--- src/rtl/repeat_evt_sched.sv ---
// repeat_evt_sched: shared engine for "result = repeat(count) @(posedge evt) data" commits.
// Latency: count<=0 -> done_valid the cycle after grant; count=N -> the cycle after the Nth counted evt rise.
// Backpressure: requesters hold req_valid until req_ready; the result is held in DONE until done_ready.
//
// Ports:
//   clk, rst          clock and synchronous active-high reset
//   req_valid/ready   per-requester request strobe / one-hot grant (grant cycle only)
//   req_count         packed signed repeat counts, requester i at [i*CW +: CW]
//   req_data          packed data to commit, requester i at [i*DW +: DW]
//   evt_in            event input, synchronous to clk; rising edges are counted
//   done_valid/ready  result handshake; done_id/done_data held stable while valid
//   busy              engine not IDLE
module repeat_evt_sched #(
  parameter int NREQ = 2,
  parameter int CW   = 8,
  parameter int DW   = 8,
  parameter int IDW  = 1
) (
  input  logic                 clk,
  input  logic                 rst,
  input  logic [NREQ-1:0]      req_valid,
  output logic [NREQ-1:0]      req_ready,
  input  logic [NREQ*CW-1:0]   req_count,
  input  logic [NREQ*DW-1:0]   req_data,
  input  logic                 evt_in,
  output logic                 done_valid,
  input  logic                 done_ready,
  output logic [IDW-1:0]       done_id,
  output logic [DW-1:0]        done_data,
  output logic                 busy
);

  typedef enum logic [1:0] {
    IDLE = 2'd0,
    WAIT = 2'd1,
    DONE = 2'd2
  } state_t;

  state_t          state;
  state_t          state_nxt;
  logic [IDW-1:0]  rr_ptr;
  logic [IDW-1:0]  rr_ptr_nxt;
  logic            evt_d;
  logic            evt_rise;
  // A positive CW-bit signed count never needs its sign bit.
  logic [CW-2:0]   remaining;
  logic [CW-2:0]   remaining_nxt;
  logic [IDW-1:0]  done_id_nxt;
  logic [DW-1:0]   done_data_nxt;

  logic            grant_found;
  int              grant_idx;
  logic [CW-1:0]   grant_count;
  logic [DW-1:0]   grant_data;
  logic            count_nonpos;

  assign evt_rise = evt_in & ~evt_d;

  // Round-robin scan starting at rr_ptr and wrapping; first valid requester wins.
  always_comb begin
    grant_found = 1'b0;
    grant_idx   = 0;
    for (int k = 0; k < NREQ; k++) begin
      if (!grant_found && req_valid[(int'(rr_ptr) + k) % NREQ]) begin
        grant_found = 1'b1;
        grant_idx   = (int'(rr_ptr) + k) % NREQ;
      end
    end
  end

  assign grant_count  = req_count[grant_idx*CW +: CW];
  assign grant_data   = req_data[grant_idx*DW +: DW];
  // Sign bit covers every negative count; the zero compare covers count==0.
  assign count_nonpos = grant_count[CW-1] | (grant_count == '0);

  always_comb begin
    state_nxt     = state;
    rr_ptr_nxt    = rr_ptr;
    remaining_nxt = remaining;
    done_id_nxt   = done_id;
    done_data_nxt = done_data;
    req_ready     = '0;
    case (state)
      IDLE: begin
        if (grant_found) begin
          req_ready[grant_idx] = 1'b1;
          done_id_nxt          = IDW'(grant_idx);
          done_data_nxt        = grant_data;
          rr_ptr_nxt           = IDW'((grant_idx + 1) % NREQ);
          // An evt rise in this grant cycle is deliberately not counted.
          if (count_nonpos) begin
            state_nxt = DONE;
          end else begin
            remaining_nxt = grant_count[CW-2:0];
            state_nxt     = WAIT;
          end
        end
      end
      WAIT: begin
        if (evt_rise) begin
          if (remaining == (CW-1)'(1)) begin
            state_nxt = DONE;
          end else begin
            remaining_nxt = remaining - (CW-1)'(1);
          end
        end
      end
      DONE: begin
        if (done_ready) begin
          state_nxt = IDLE;
        end
      end
      default: state_nxt = IDLE;
    endcase
    // A request presented while reset is asserted is never granted.
    if (rst) begin
      req_ready = '0;
    end
  end

  always_ff @(posedge clk) begin
    if (rst) begin
      state     <= IDLE;
      rr_ptr    <= '0;
      evt_d     <= 1'b0;
      remaining <= '0;
      done_id   <= '0;
      done_data <= '0;
    end else begin
      state     <= state_nxt;
      rr_ptr    <= rr_ptr_nxt;
      evt_d     <= evt_in;
      remaining <= remaining_nxt;
      done_id   <= done_id_nxt;
      done_data <= done_data_nxt;
    end
  end

  assign done_valid = (state == DONE);
  assign busy       = (state != IDLE);

endmodule

--- config.mk ---
export PLATFORM = sky130hd
export DESIGN_NAME = repeat_evt_sched
export DESIGN_NICKNAME = d
export VERILOG_FILES = /design/src/rtl/repeat_evt_sched.sv
export SDC_FILE = /design/constraint.sdc
export NUM_CORES = 1
export LEC_CHECK = 0
export BUFFER_PORTS_ARGS = -buffer_cell sky130_fd_sc_hd__buf_2
export CELL_PAD_IN_SITES_DETAIL_PLACEMENT = 1
export CELL_PAD_IN_SITES_GLOBAL_PLACEMENT = 1
export CORE_ASPECT_RATIO = 0.7
export CORE_MARGIN = 3
export CORE_UTILIZATION = 34
export DETAILED_ROUTE_END_ITERATION = 8
export GPL_TIMING_DRIVEN = 0
export PLACE_DENSITY_LB_ADDON = 0.1
export SYNTH_ARGS = -nofsm -noshare
export SYNTH_HDL_FRONTEND = slang
export SYNTH_SLANG_ARGS = --single-unit
--- constraint.sdc ---
create_clock -name clk -period 2.05 [get_ports clk]
set_input_delay 0.41 -clock clk [delete_from_list [all_inputs] [get_ports clk]]
set_output_delay 0.41 -clock clk [all_outputs]
set_load 0.05 [all_outputs]
==> results of run 1 <==
==> placed cells by master (no fill, tap or decap), types with 2 or more instances in the layout <==
master and instances:
o31ai_1 5, o311ai_0 6, nor2b_1 2, nand2_1 12
nand2b_1 3, ha_1 2, a21oi_1 11, nand3_1 9
o211ai_1 2, buf_2 48, a311oi_1 8, or3_1 3
nor3_1 5, clkbuf_1 5, or2_1 2, nor4_1 4
dfxtp_1 20, inv_1 4, buf_6 3, nor2_1 19
nor2_8 2, a21o_1 2, mux2_2 5, o21ai_0 4
clkbuf_8 4
==> registers in the layout (all words and copies together), names as in the netlist <==
name,count
done_data,8
done_id,1
rr_ptr,1
remaining,7
evt_d,1
state,2
==> path summary, 6_finish.rpt <==
check,end,cells past startpoint
worst min-delay path,done_data[3],3
worst max-delay path,req_ready[0],4
worst max register to register,remaining[1],7
worst min register to register,rr_ptr,1
==> cells by family (layout without fill, tap and decap cells) <==
logic type / count (synthesis) / in the layout
adder cells (fa/ha/maj): 2 / 2
multiplexers: 5 / 5
AO/OA/AOI/OAI: 47 / 47
buffers and inverters: 15 / 66
flip-flops: 20 / 20
AND/OR/NAND/NOR: 69 / 69
==> worst max-delay path: stages <==
cell	delay [ns]
clkbuf_1	0.24
or3_4	0.44
a211oi_4	0.24
buf_4	0.23
==> area by class of cell <==
type | count | share of cell area, %
Inverter | 4 | 0.890
Timing Repair Buffer | 48 | 14.4
Tap cell | 50 | 3.71
Multi-Input combinational cell | 123 | 50.4
Clock buffer | 4 | 3.26
Buffer | 10 | 3.64
Sequential cell | 20 | 23.7
==> power by group <==
| part | internal [W] | switching, W |
|---|---|---|
| combinational | 0.000317 | 0.000599 |
| sequential | 0.000476 | 0.0000698 |
| clock | 0.000171 | 0.000144 |
| total | 0.000965 | 0.000813 |
==> what timing repair did <==
item                                    CTS  global route
cloned                                    0             0
gates resized for setup                   3             2
endpoints found under the setup margin    2             2
setup buffers                             0             0
hold buffers                              0             0
==> metal layers <==
| layer | track usage [%] | routed length (um) | up-vias |
|---|---|---|---|
| met4 | 4.58 | 37 | 0 |
| met2 | 30.3 | 1880 | 31 |
| met1 | 25.2 | 2050 | 669 |
| met5 | 0 | 0 | - |
| li1 | - | - | 698 |
| met3 | 3.88 | 165 | 5 |
==> stage by stage <==
step	total power (W)	hold slack (ns)
after floorplan	0.00124	0.418
after global placement	0.00144	0.426
after detailed placement	0.00146	0.438
after CTS	0.00179	0.389
final	0.00178	0.397
after global routing	0.00189	0.407
==> metrics.yaml, run 1 <==
run_status:
  outcome: "finished clean"
timing:
  tns_ns: 0
  setup_violations: 0
  fmax_mhz: 506
  rsz0062_at_grt: "true"
  layout_min_cycle_time_ns: 1.98
  clock_skew_ns: 0.0106
  worst_pin_slew_ns: 0.574
  relSlewSlack_pct: 61.6
  final_hold_viol_count: 0
  fin_ws_ns: 0.0722
  slew_violations: 0
  post-route-period-util_pct: 96.5
placed_design:
  gp_congestion: 0.866
  port_buffers: 48
  place_area_mm2: 0.00162
  dp.cells: 256
  dp_slack_ns: -0.128
  hpwl_um: 3270
critical_path:
  r2r_slack_ns: 0.20
  startpoint: "rst"
  worstReg2RegStart: "state[0]"
  worstPathRequired_ns: 1.64
  critPathArrivalTime_ns: 1.57
  crit_path_start_kind: "input port"
  critPathCaptureType: "primary output"
  crit_type: "input port to primary output"
  path_max_fanout: 9
clock_tree:
  clk_latency_ns: 0.27
  h-tree-depth: 1
  cts_max_path_buffers: 2
  cts_tree: "yes"
  numCtsBuffers: 3
  clockRootBuffer: "clkbuf_8"
  numClockSinks: 20
  clk_pin_slew_ns: 0.08
synth:
  synth_xor_area_share_pct: 0
  ys_seq_area_share_pct: 30.7
  synth_top_family_by_area: "compound AO/OA/AOI/OAI gates"
  syn_nets: 198
  synth_top_cells_by_count: "dfxtp_1, nor2_1, nand2_1"
  synth.area.top_cells: "dfxtp_1, nor2_1, a311oi_1"
  syn_area_mm2: 0.00131
  synthArstFlopShare_pct: 0
  synth_simple_gate_area_share_pct: 28.0
  syn-mean-instance-area_um2: 8.27
  synth-adder-area-share_pct: 1.92
  synth_compound_area_share_pct: 29.1
  ys.flop_type: "dfxtp_1"
  synthMuxAreaShare_pct: 4.31
  synth_top_cell_by_area: "dfxtp_1"
  yosysTopAreaCellShare_pct: 30.7
  yosysUniqueCellTypes: 37
  synth_seq_cells: 20
  yosysWarnings: 0
  synth_edf_count: 0
  synthCells: 158
floorplan:
  dieHeight_um: 57.9
  die_width_um: 80.1
  start_util_pct: 36.3
  fp-row-count: 18
  die_area_mm2: 0.00463
  num_io_pins: 51
  core-area_mm2: 0.00360
route:
  vias_per_cell: 5.42
  drc: 0
  drtAntennaViolNets: 0
  first_pass_iters: 4
  wire_per_inst_um: 15.9
  drt_iter0_markers: 38
  wl_um: 4130
  vias: 1403
final_layout:
  n_fill_cell: 460
  antenna_cells: 0
  finalInstanceArea_mm2: 0.00169
  final_nets: 250
  final_core_util_pct: 46.8
  syn_to_final_growth_pct: 29.1
  layoutNonFillerInstCount: 259
  drive_gt1_share_pct: 34.0
  area.sequential_um2: 400
  multi_input_area_um2: 850
job:
  maxCapViolations: 0
power:
  p_leak_nw: 0.748
  ir_drop_mv: 0.475
  power.density_mw_per_mm2: 1050
global_route:
  grt_max_degree: 16
  grt_pass1_wl_um: 6690
  grt_util_all_layers_pct: 18.6
  globalRoute.totalOverflow: 0
  antenna_found_initial: 0
  grt_pass1_vias: 1452
hold_path:
  hold_class: "input port to flop"
  hp-start: "req_data[3]"
Note: power is estimated with default switching activity, not from simulation.
==> run 2, diff against run 1 <==
--- a/config.mk
+++ b/config.mk
@@ -5,13 +5,13 @@
 export SDC_FILE = /design/constraint.sdc
 export NUM_CORES = 1
 export LEC_CHECK = 0
-export BUFFER_PORTS_ARGS = -buffer_cell sky130_fd_sc_hd__buf_2
 export CELL_PAD_IN_SITES_DETAIL_PLACEMENT = 1
 export CELL_PAD_IN_SITES_GLOBAL_PLACEMENT = 1
 export CORE_ASPECT_RATIO = 0.7
 export CORE_MARGIN = 3
-export CORE_UTILIZATION = 34
+export CORE_UTILIZATION = 44
 export DETAILED_ROUTE_END_ITERATION = 8
+export DONT_BUFFER_PORTS = 1
 export GPL_TIMING_DRIVEN = 0
 export PLACE_DENSITY_LB_ADDON = 0.1
 export SYNTH_ARGS = -nofsm -noshare
==> constraint.sdc (replaced) <==
create_clock -name clk -period 2.05 [get_ports clk]
set_input_delay 0.205 -clock clk [delete_from_list [all_inputs] [get_ports clk]]
set_output_delay 0.205 -clock clk [all_outputs]
set_load 0.05 [all_outputs]
==> run 2 against run 1 <==
Net effect:
- register-to-register slack lost 0.06 ns
- combinational power fell by 25%
- routed wire length down 3.9%
- sequential cell count did not move
- clock skew down 0.0032 ns
- power grew 0.37%
- critical path depth fell by 1
- sequential share of layout area grew 4.0 points
- die area shrank 21%
==> metrics.yaml, run 2 (synthesized netlist as in run 1, its figures left out) <==
floorplan:
  start_util_pct: 49.4  # +13 points
  dieHeight_um: 51.6  # -11%
  die_area_mm2: 0.00367  # -21%
  core-area_mm2: 0.00265  # -27%
  fp-row-count: 15  # -3
  num_io_pins: 51  # unchanged
  die_width_um: 71.1  # -11%
critical_path:
  crit_path_start_kind: "flop"
  reg2reg_to: "remaining[1]"
  crit_type: "flop to primary output"
  r2r_cells: 7  # unchanged
  r2r_slack_ns: 0.14  # -0.06 ns
  worstPathRequired_ns: 1.85  # +0.21 ns
  path_max_fanout: 10  # +1
  critPathArrivalTime_ns: 1.74  # +0.17 ns
  critPathCaptureType: "primary output"
  worstReg2RegStart: "state[0]"
timing:
  fin_ws_ns: 0.104  # +0.0318 ns
  relSlewSlack_pct: 41.4  # -20 points
  worst_pin_slew_ns: 0.876  # +0.302 ns
  fmax_mhz: 514  # +1.6%
  rsz0062_at_grt: "false"
  clock_skew_ns: 0.00743  # -0.00316 ns
  post-route-period-util_pct: 94.9  # -1.6 points
  layout_min_cycle_time_ns: 1.95  # -0.0318 ns
  final_hold_viol_count: 0  # unchanged
  tns_ns: 0  # unchanged
  slew_violations: 0  # unchanged
  setup_violations: 0  # unchanged
clock_tree:
  cts_max_path_buffers: 2  # unchanged
  cts_hold_buf: 0  # unchanged
  clockRootBuffer: "clkbuf_8"
  cts_tree: "yes"
  clk_latency_ns: 0.26  # about the same
  numCtsBuffers: 3  # unchanged
  h-tree-depth: 1  # unchanged
  numClockSinks: 20  # unchanged
  clk_pin_slew_ns: 0.08  # about the same
  cts_setup_buffers: 0  # unchanged
final_layout:
  layout_common_cells: "dfxtp_1, nor2_1, nand2_1, a21oi_1, nand3_1"
  drive_gt1_share_pct: 13.0  # -21 points
  mostFrequentLayoutCell: "dfxtp_1"
  antenna_cells: 0  # unchanged
  syn_to_final_growth_pct: 10.3
  final_nets: 203  # -19%
  n_fill_cell: 328  # -29%
  top_register: "done_data"
  layoutNonFillerInstCount: 196  # -24%
  largest_register_ffs: 8  # unchanged
  reg.largest.list: "done_data: 8 flops, remaining: 7 flops, state: 2 flops"
placed_design:
  hpwl_um: 3130  # -4.5%
  dp_slack_ns: -0.0295  # +0.0984 ns
  port_buffers: 0  # -100%
  gp_congestion: 0.826  # -4.7%
  dp.cells: 192  # -25%
global_route:
  grt_max_degree: 13  # -3
  grt_util_all_layers_pct: 22.6  # +4.1 points
  antenna_found_initial: 0  # unchanged
  globalRoute.totalOverflow: 0  # unchanged
  grt_pass1_wl_um: 6300  # -5.9%
  grt_pass1_vias: 1259  # -13%
power:
  power.density_mw_per_mm2: 1240  # +17%
  p_leak_nw: 0.554  # -26%
  total_power_w: 0.00178  # +0.37%
  ir_drop_mv: 0.804  # +69%
route:
  vias: 1270  # -9.5%
  vias_per_cell: 6.48  # +20%
  wire_per_inst_um: 20.2  # +27%
  drc: 0  # unchanged
  first_pass_iters: 4  # unchanged
  wl_um: 3970  # -3.9%
  drtAntennaViolNets: 0  # unchanged
  drt_iter0_markers: 67  # +76%
job:
  maxCapViolations: 0  # unchanged
hold_path:
  min_path_cells: 1  # -2
  hold_path_end: "evt_d"
  hp-start: "evt_in"
  hold_class: "input port to flop"
run_status:
  outcome: "finished clean"
[run 2: cell type report]
| class | instances | area [um2] | area share, % |
|---|---|---|---|
| Inverter | 4 | 15.0 | 1.04 |
| Clock inverter | 1 | 30.0 | 2.08 |
| Tap cell | 34 | 42.5 | 2.95 |
| Buffer | 11 | 65.1 | 4.51 |
| Clock buffer | 3 | 41.3 | 2.86 |
| Multi-Input combinational cell | 123 | 847 | 58.8 |
| Sequential cell | 20 | 400 | 27.8 |
[run 2: worst max path at each step]
stage	from	end	slack, ns
after CTS	rr_ptr	req_ready[1]	0.08
after detailed placement	rr_ptr	done_id	-0.03
after global routing	rr_ptr	remaining[3]	0.01
after floorplan	rr_ptr	req_ready[1]	0.28
after global placement	rr_ptr	req_ready[1]	0.008
final	rr_ptr	req_ready[0]	0.10
[run 2: power by group]
| part | internal, W | leakage, nW | switching (W) | total [W] |
|---|---|---|---|---|
| clock | 0.000261 | 0.0357 | 0.000144 | 0.000405 |
| sequential | 0.000476 | 0.165 | 0.000212 | 0.000689 |
| combinational | 0.000250 | 0.353 | 0.000440 | 0.000690 |
[run 2: what timing repair did]
item                                   CTS  global route
gates resized for setup                  3             2
pin swaps                                0             2
endpoints found under the hold margin    0             0
setup endpoints to repair                3             2
[run 2: critical path, stage by stage (launching register included)]
cell      delay (ns)
dfxtp_1         0.32
nand2b_1        0.22
clkbuf_1        0.29
a211oi_4        0.65
[run 2: through the flow]
stage	area (um2)	utilization [%]	hold slack, ns
finish	1440	54.5	0.0726
global route	1440	54.5	0.0751
CTS	1440	54.4	0.0702
detailed placement	1350	51.2	0.342
global placement	1350	51.2	0.341
floorplan	1310	-	0.333
[run 2: routing by layer]
metal  global-route usage, %  up-vias  wire length [um]
met2                    36.8       40              1770
met5                       0        -                 0
met3                    8.49        2               337
met1                    29.2      625              1850
li1                        -      603                 -
met4                    3.75        0                15
==> run 3, diff against run 2 <==
--- a/config.mk
+++ b/config.mk
@@ -8,11 +8,12 @@
 export CELL_PAD_IN_SITES_DETAIL_PLACEMENT = 1
 export CELL_PAD_IN_SITES_GLOBAL_PLACEMENT = 1
 export CORE_ASPECT_RATIO = 0.7
-export CORE_MARGIN = 3
+export CORE_MARGIN = 4
 export CORE_UTILIZATION = 44
 export DETAILED_ROUTE_END_ITERATION = 8
 export DONT_BUFFER_PORTS = 1
 export GPL_TIMING_DRIVEN = 0
+export MAX_ROUTING_LAYER = met4
 export PLACE_DENSITY_LB_ADDON = 0.1
 export SYNTH_ARGS = -nofsm -noshare
 export SYNTH_HDL_FRONTEND = slang
==> constraint.sdc (replaced) <==
create_clock -name clk -period 2.05 [get_ports clk]
set_input_delay 0 -clock clk [delete_from_list [all_inputs] [get_ports clk]]
set_output_delay 0 -clock clk [all_outputs]
set_load 0.05 [all_outputs]
==> run 3 against run 2 <==
Net effect:
- utilization rose by 2.2 points
- sequential power hardly changed
- fmax is 0.44% lower
- clock skew decreased by 0.0042 ns
- final area increased by 11%
- clock power is 23% lower
- hold slack worse by 0.034 ns
==> metrics.yaml, run 3 (synthesized netlist as in run 1, its figures left out) <==
hold_path:
  hold_class: "input port to flop"
  hp-start: "req_count[1]"
  hold_path_end: "remaining[1]"
  min_path_cells: 2  # +1
critical_path:
  reg2reg_to: "remaining[1]"
  critPathArrivalTime_ns: 1.95  # +0.21 ns
  worstReg2RegStart: "state[0]"
  worstPathRequired_ns: 2.05  # +0.20 ns
  path_max_fanout: 10  # unchanged
  critPathCaptureType: "primary output"
  crit_type: "flop to primary output"
  r2r_slack_ns: 0.11  # -0.03 ns
  crit_path_start_kind: "flop"
  r2r_cells: 7  # unchanged
placed_design:
  hpwl_um: 3100  # -0.77%
  port_buffers: 0  # unchanged
  dp.cells: 194  # +1.0%
  gp_congestion: 0.899  # +8.8%
  dp_slack_ns: -0.0492  # -0.0197 ns
floorplan:
  num_io_pins: 51  # unchanged
  die_area_mm2: 0.00392  # +6.8%
  start_util_pct: 46.3  # -3.1 points
  core-area_mm2: 0.00282  # +6.7%
  dieHeight_um: 53.6  # +3.9%
  fp-row-count: 16  # +1
  die_width_um: 73.1  # +2.8%
final_layout:
  syn_to_final_growth_pct: 22.5
  layout_common_cells: "dfxtp_1, nor2_1, dlygate4sd3_1, nand2_1, a21oi_1"
  reg.largest.list: "done_data: 8 flops, remaining: 7 flops, state: 2 flops"
  mostFrequentLayoutCell: "dfxtp_1"
  antenna_cells: 0  # unchanged
  final_core_util_pct: 56.7  # +2.2 points
  layoutNonFillerInstCount: 216  # +10%
  drive_gt1_share_pct: 11.7  # -1.3 points
  largest_register_ffs: 8  # unchanged
  top_register: "done_data"
  final_nets: 221  # +8.9%
global_route:
  globalRoute.totalOverflow: 0  # unchanged
  grt_util_all_layers_pct: 23.8  # +1.2 points
  grt_max_degree: 12  # -1
  antenna_found_initial: 0  # unchanged
  grt_pass1_vias: 1425  # +13%
  grt_pass1_wl_um: 6870  # +9.0%
timing:
  post-route-period-util_pct: 95.3  # +0.41 points
  worst_pin_slew_ns: 0.950  # +0.0740 ns
  fmax_mhz: 512  # -0.44%
  layout_min_cycle_time_ns: 1.95  # +0.00850 ns
  setup_violations: 0  # unchanged
  fin_hold_ws_ns: 0.0387  # -0.0340 ns
  fin_ws_ns: 0.0955  # -0.00850 ns
  clock_skew_ns: 0.00322  # -0.00421 ns
  relSlewSlack_pct: 36.6  # -4.8 points
  slew_violations: 0  # unchanged
  final_hold_viol_count: 0  # unchanged
clock_tree:
  clk_latency_ns: 0.26  # about the same
  clockRootBuffer: "clkbuf_8"
  cts_setup_buffers: 0  # unchanged
  numClockSinks: 20  # unchanged
  clk_pin_slew_ns: 0.08  # about the same
  numCtsBuffers: 3  # unchanged
  cts_max_path_buffers: 2  # unchanged
  h-tree-depth: 1  # unchanged
  cts_tree: "yes"
route:
  wire_per_inst_um: 19.2  # -5.2%
  drtAntennaViolNets: 0  # unchanged
  vias_per_cell: 6.16  # -5.0%
  wl_um: 4150  # +4.5%
  first_pass_iters: 6  # +2
  vias: 1330  # +4.7%
  drc: 0  # unchanged
  drt_iter0_markers: 68  # +1.5%
power:
  ir_drop_mv: 0.593  # -26%
  p_leak_nw: 0.621  # +12%
  power.density_mw_per_mm2: 1070  # -13%
  total_power_w: 0.00171  # -3.9%
run_status:
  outcome: "finished clean"
job:
  maxCapViolations: 0  # unchanged
## run 3: cell count changes in the layout (fill, tap and decap cells not counted), sizes merged
cell	change
dlygate4sd3	+18
bufinv	-1
clkbuf	+2
buf	-1
## run 3: worst max path at each step
| stage | startpoint | end |
|---|---|---|
| finish | rr_ptr | req_ready[0] |
| global route | state[0] | remaining[1] |
| CTS | rr_ptr | req_ready[0] |
| detailed placement | rr_ptr | done_id |
| global placement | rr_ptr | done_id |
| floorplan | rr_ptr | done_id |
## run 3: metrics by stage
stage / cell area (um2) / TNS (ns)
after floorplan: 1310 / 0
after global placement: 1360 / 0
after detailed placement: 1360 / -0.0492
after CTS: 1590 / 0
after global routing: 1600 / -0.00525
final: 1600 / 0
## run 3: report_power, final
| part | internal, W | switching (W) |
|---|---|---|
| registers | 0.000476 | 0.000212 |
| clock network | 0.000171 | 0.000140 |
| logic | 0.000275 | 0.000439 |
| total | 0.000922 | 0.000791 |
## run 3: layout make-up
cell class / instances / area [um2]
repair buffers: 18 / 180
well taps: 36 / 45.0
inverters: 4 / 15.0
flip-flops and latches: 20 / 400
clock buffers: 4 / 55.1
multi-input cells: 123 / 840
fillers: 331 / 1220
plain buffers: 11 / 65.1
## run 3: metal layers
| layer | global-route usage, % | share of wire, % |
|---|---|---|
| met5 | - | 0 |
| met3 | 6.34 | 9.3 |
| met4 | 2.76 | 0.19 |
| met1 | 28.5 | 41 |
| met2 | 41.5 | 49 |
## run 3: critical path: stages, from the launching register on
cell and delay (ns):
dfxtp_1 0.32, nand2b_1 0.23, clkbuf_1 0.28, a211oi_2 0.87
## run 3: what timing repair did
action                                  in CTS  in global routing
endpoints found under the setup margin       2                  2
resized for setup                            1                  2
hold buffers                                18                  0
endpoints found under the hold margin       10                  0
